**config.mk**
```make
export PLATFORM = sky130hd
export DESIGN_NAME = weight_pack_wr
export DESIGN_NICKNAME = d
export VERILOG_FILES = /design/src/rtl/weight_pack_wr.sv
export SDC_FILE = /design/constraint.sdc
export NUM_CORES = 1
export LEC_CHECK = 0
export CORE_MARGIN = 2
export CORE_UTILIZATION = 35
export DETAILED_ROUTE_END_ITERATION = 7
export HOLD_SLACK_MARGIN = 0.03
export PLACE_DENSITY = 0.62
export RECOVER_POWER = 25
export SYNTH_ARGS = -nofsm -noshare
export SYNTH_HDL_FRONTEND = slang
export SYNTH_SLANG_ARGS = --single-unit
```
**constraint.sdc**
```tcl
create_clock -name clk -period 2.82 [get_ports clk]
set_clock_uncertainty 0.2 [all_clocks]
set_input_delay 0.423 -clock clk [delete_from_list [all_inputs] [get_ports clk]]
set_output_delay 0.423 -clock clk [all_outputs]
set_load 0.01 [all_outputs]
```
**src/rtl/weight_pack_wr.sv**
```systemverilog
// Packs one 24-bit weight vector per kernel per beat into a dense byte stream of 32-bit words.
// Writes the four per-kernel weight BRAMs in lockstep through one shared address and write enable.
module weight_pack_wr #(
    parameter int MEM_DATA_WIDTH = 32,
    parameter int MEM_ADDR_WIDTH = 32,
    parameter int BIT_WIDTH      = 8,
    parameter int NUM_CHANNEL    = 3,
    parameter int NUM_KERNEL     = 4,
    parameter int DEPTH          = 1024
) (
    input  logic                                       clk,
    input  logic                                       rst,
    input  logic                                       i_clr,
    input  logic [NUM_KERNEL*NUM_CHANNEL*BIT_WIDTH-1:0] i_dat,
    input  logic                                       i_vld,
    output logic                                       o_rdy,
    input  logic                                       i_flush,
    output logic                                       o_done,
    output logic                                       o_full,
    output logic [MEM_ADDR_WIDTH-1:0]                  o_wcnt,
    output logic [MEM_ADDR_WIDTH-1:0]                  memx_addr,
    output logic                                       memx_wren,
    output logic [MEM_DATA_WIDTH-1:0]                  mem0_idat,
    output logic [MEM_DATA_WIDTH-1:0]                  mem1_idat,
    output logic [MEM_DATA_WIDTH-1:0]                  mem2_idat,
    output logic [MEM_DATA_WIDTH-1:0]                  mem3_idat
);

    localparam int VEC_W = NUM_CHANNEL * BIT_WIDTH;
    localparam logic [MEM_ADDR_WIDTH-1:0] LAST_WORD = MEM_ADDR_WIDTH'(DEPTH - 1);

    // Phase counts how many residue bytes each kernel is holding: P0 none, P1 three, P2 two, P3 one.
    typedef enum logic [1:0] {PH0, PH1, PH2, PH3} phase_e;

    phase_e                    phase_q, phase_d;
    logic [VEC_W-1:0]          res_q  [NUM_KERNEL];
    logic [VEC_W-1:0]          res_d  [NUM_KERNEL];
    logic [MEM_DATA_WIDTH-1:0] idat_q [NUM_KERNEL];
    logic [MEM_DATA_WIDTH-1:0] idat_d [NUM_KERNEL];
    logic [VEC_W-1:0]          vec    [NUM_KERNEL];
    logic [MEM_ADDR_WIDTH-1:0] addr_q, addr_d;
    logic [MEM_ADDR_WIDTH-1:0] wcnt_q, wcnt_d;
    logic                      wren_q, wren_d;
    logic                      done_q, done_d;
    logic                      full_q, full_d;
    logic                      pend_q, pend_d;
    logic                      accept;

    for (genvar k = 0; k < NUM_KERNEL; k++) begin : g_vec
        assign vec[k] = i_dat[VEC_W*k +: VEC_W];
    end

    assign o_rdy  = ~full_q & ~pend_q & ~rst & ~i_clr;
    assign accept = i_vld & o_rdy;

    always_comb begin
        // NOTE: every variable gets a default first so no path through this block can infer a latch.
        phase_d = phase_q;
        res_d   = res_q;
        idat_d  = idat_q;
        wren_d  = 1'b0;
        done_d  = 1'b0;
        pend_d  = pend_q;
        full_d  = full_q;
        wcnt_d  = wcnt_q;
        // Address shows the word being written, then steps past it.
        addr_d  = addr_q + MEM_ADDR_WIDTH'(wren_q);

        if (accept) begin
            for (int k = 0; k < NUM_KERNEL; k++) begin
                unique case (phase_q)
                    PH0: res_d[k] = vec[k];
                    PH1: begin
                        idat_d[k] = {vec[k][7:0], res_q[k][23:0]};
                        res_d[k]  = {8'h00, vec[k][23:8]};
                    end
                    PH2: begin
                        idat_d[k] = {vec[k][15:0], res_q[k][15:0]};
                        res_d[k]  = {16'h0000, vec[k][23:16]};
                    end
                    PH3: begin
                        idat_d[k] = {vec[k][23:0], res_q[k][7:0]};
                        res_d[k]  = '0;
                    end
                endcase
            end
            wren_d  = (phase_q != PH0);
            phase_d = phase_e'(phase_q + 2'd1);
        end else if (pend_q) begin
            // Residue is stored right-aligned with zeroed upper bytes, so it is already padded.
            for (int k = 0; k < NUM_KERNEL; k++) begin
                idat_d[k] = (phase_q != PH0 && !full_q) ? {8'h00, res_q[k]} : idat_q[k];
                res_d[k]  = '0;
            end
            wren_d  = (phase_q != PH0) && !full_q;
            done_d  = 1'b1;
            pend_d  = 1'b0;
            phase_d = PH0;
        end

        if (i_flush && !pend_q) pend_d = 1'b1;

        if (wren_d) begin
            wcnt_d = wcnt_q + MEM_ADDR_WIDTH'(1);
            if (wcnt_q == LAST_WORD) full_d = 1'b1;
        end
    end

    always_ff @(posedge clk) begin
        // NOTE: sequential state uses non-blocking assignments so all registers update from pre-edge values.
        if (rst || i_clr) begin
            phase_q <= PH0;
            addr_q  <= '0;
            wcnt_q  <= '0;
            wren_q  <= 1'b0;
            done_q  <= 1'b0;
            full_q  <= 1'b0;
            pend_q  <= 1'b0;
            for (int k = 0; k < NUM_KERNEL; k++) begin
                res_q[k]  <= '0;
                idat_q[k] <= '0;
            end
        end else begin
            phase_q <= phase_d;
            addr_q  <= addr_d;
            wcnt_q  <= wcnt_d;
            wren_q  <= wren_d;
            done_q  <= done_d;
            full_q  <= full_d;
            pend_q  <= pend_d;
            res_q   <= res_d;
            idat_q  <= idat_d;
        end
    end

    assign memx_addr = addr_q;
    assign memx_wren = wren_q;
    assign o_wcnt    = wcnt_q;
    assign o_done    = done_q;
    assign o_full    = full_q;
    assign mem0_idat = idat_q[0];
    assign mem1_idat = idat_q[1];
    assign mem2_idat = idat_q[2];
    assign mem3_idat = idat_q[3];

endmodule
```
==> results.txt, run 1 <==
Max Slew Vio Count: 72
Final wirelength: 46300 µm
Final-stage net count: 1879
Io pins: 297
CP max stage delay: 580 ps
Synthesized cell area: 12800 µm²
Top FF cell, synth: dfxtp_1
Static leakage: 6.29 nW
Filler cells: 3427
First-pass GRT wire length: 71700 µm
Worst-path cell chain: clkdlybuf4s50_1, buf_4, or2_4, nor3_2, clkdlybuf4s50_1
Most common cell on crit path: clkdlybuf4s50_1
Post-DP HPWL: 30700 µm
Layout area overhead: 37.7%
Hold Crit Class: reg2reg
Max-Cap Viols: 1
Largest cells by area after synthesis: dfxtp_1 (46%), a21oi_1 (7.1%), nand2_1 (6.6%)
CP Buf/Inv Count: 3
CP startpoint kind: primary input
Post-route ant nets: 0
H-tree Lvls: 2
Longest Clk Path Bufs: 3
Syn. warnings: 0
Clock root buffer: clkbuf_16
Vias in the first global route: 12000
Post-CTS Setup Repair Bufs: 0
Total power: 9.32 mW
TritonCTS Buffers: 34
CORE AREA: 35700 µm²
Yosys top cell by area: dfxtp_1
Yosys reg bits: 294
Max Clock Freq: 381 MHz
GRT Overall Usage: 0.234
CP Launch Point: rst
DRC errors left: 0
Drt initial violations: 1148
# hold bufs at CTS: 0
Pre-antenna DRT Iters: 8
Starting density of the core: 0.357
Critical Path End Type: output pin
Port Buffers: 296
Synth Area per Inst: 8.35 µm²
Slowest CP cell: clkdlybuf4s50_1
Max_slew headroom: -0.0482
DR vias/cell: 5.76
FF-to-FF Start: memx_wren
Die extent in x: 195 µm
CTS tree: built
Critical path class: in2out
PD cells: 531 nW/µm²
TNS Setup: 0 ps
Pin count of the biggest net entering global routing: 148
Routed length per instance: 20.5 µm
Antenna violations before repair: 4
Maximum VDD drop: 0.381 mV
Die H: 195 µm
Crit-path leading delay family: buffers and inverters
CP arrival: 2000 ps
EDFF count, synth: 0
Seq/Total Area, Yosys: 0.461
Die area: 38000 µm²
Asr flop ratio synth: 0
Synth top cells by count: dfxtp_1 (294), nand2_1 (226), a21oi_1 (182)
Cells after Synth: 1528
Net Count, Synth: 1636
Routability cong.: 0.869
Final Cycle Share: 0.930
Count of cell types in the netlist: 47
Worst-margin pin slew: 1570 ps
Top-area cell type share of the netlist area: 0.461
Site Rows: 69
Most common cell in the synthesized netlist: dfxtp_1
Vias: 13000
Final min period: 2620 ps
Gr ovfl total: 0
Crit-path max FO: 4
Layout cells sized above 1: 0.0675
Hold_sp: res_q[9]
Clock Sinks: 294
Final instance area: 17600 µm²
Final setup viols: 0
Failing checks: capacitance limit, slew limit
Final Hold Vio Count: 0
Clock slew at reported path FFs: 60 ps
Outcome: finished with violations
Critical path required time: 2200 ps
Clk_lat worst skew: 530 ps
RSZ-0062 raised after global routing: no
Placed cell area: 16500 µm²
cell type report:
cell class / count / area, µm² / share of cell area
Inverter: 8 / 30.0 / 0.00171
Tap cell: 461 / 577 / 0.0328
Sequential cell: 294 / 5890 / 0.335
Antenna cell: 4 / 10.0 / 0.000570
Clock inverter: 13 / 169 / 0.00962
Clock buffer: 45 / 963 / 0.0549
Multi-Input combinational cell: 1088 / 6350 / 0.362
Timing Repair Buffer: 345 / 3580 / 0.204
cells by family after synthesis:
kind of cell | after synthesis | synth area share
AND/OR/NAND/NOR | 514 | 0.193
flip-flops | 294 | 0.461
buffers and inverters | 146 | 0.0477
multiplexers | 2 | 0.00157
AO/OA/AOI/OAI | 547 | 0.278
XOR/XNOR | 18 | 0.0124
adder cells (fa/ha/maj) | 7 | 0.00687
metal layers:
| layer | vias to the layer above | global-route usage | share of wire |
|---|---|---|---|
| met2 | 643 | 0.344 | 0.43 |
| met3 | 79 | 0.0526 | 0.094 |
| met4 | 2 | 0.0673 | 0.023 |
| met1 | 6140 | 0.342 | 0.46 |
| li1 | 6147 | - | - |
| met5 | - | 0 | 0.00030 |
path summary, 6_finish.rpt:
kind | slack, ps | cells past startpoint | to
worst max-delay path | 200 | 5 | o_rdy
worst min-delay path | 240 | 2 | res_q[9]
worst max register to register | 260 | 6 | memx_addr[30]
worst min register to register | 240 | 2 | res_q[9]
placed cells by master (no fill, tap or decap), drive strengths merged, types with 9 or more instances in the layout:
master         instances
nor2                 111
and3                  10
clkdlybuf4s50        209
buf                   47
a22oi                102
nand2                226
and4                  11
a21oi                182
xor2                  12
a221oi                40
or4                   23
a22o                  47
o31ai                 22
nand4                 18
o21ai                117
a222oi                24
or3                   55
dfxtp                294
nand3                 20
nor4                  11
nand3b                13
dlygate4sd3           87
clkinv                 9
clkbuf                47
what timing repair did:
| action | CTS | global route |
|---|---|---|
| endpoints found under the setup margin | 0 | 1 |
| endpoints found under the hold margin | 0 | 0 |
| resized for setup | 0 | 1 |
flip-flops by register name (all words and copies together) (netlist names):
signal / cells
res_q: 96
mem1_idat: 32
mem3_idat: 32
o_done: 1
mem0_idat: 32
memx_wren: 1
o_wcnt: 32
memx_addr: 32
pend_q: 1
o_full: 1
phase_q: 2
mem2_idat: 32
power breakdown:
group | switching (mW) | internal (mW)
clock | 1.78 | 2.69
sequential | 0.0258 | 4.19
combinational | 0.377 | 0.256
total | 2.18 | 7.14
worst min-delay path: cells and delay by family, from the launching register on:
family | cells | cell delay, ps
flops | 1 | 310
simple gates | 2 | 90
metrics by stage:
stage | std cells | utilization | hold slack [ps] | setup slack [ps]
4_1_cts | 2254 | 0.492 | 239 | 73.8
6_report | 2258 | 0.491 | 236 | 197
3_3_place_gp | 2196 | 0.461 | 224 | 44.4
5_1_grt | 2256 | 0.491 | 253 | 88.6
2_1_floorplan | 1528 | - | 217 | 497
3_5_place_dp | 2196 | 0.461 | 231 | 11.4
No activity file was read; power rests on OpenSTA's default activity.
==> run 2: changes to the inputs <==
--- a/config.mk
+++ b/config.mk
@@ -5,6 +5,7 @@
 export SDC_FILE = /design/constraint.sdc
 export NUM_CORES = 1
 export LEC_CHECK = 0
+export CAP_MARGIN = 40
 export CORE_MARGIN = 2
 export CORE_UTILIZATION = 35
 export DETAILED_ROUTE_END_ITERATION = 7
==> results of run 2 <==
The final DEF is identical to that of run 1; final timing and power are the same.
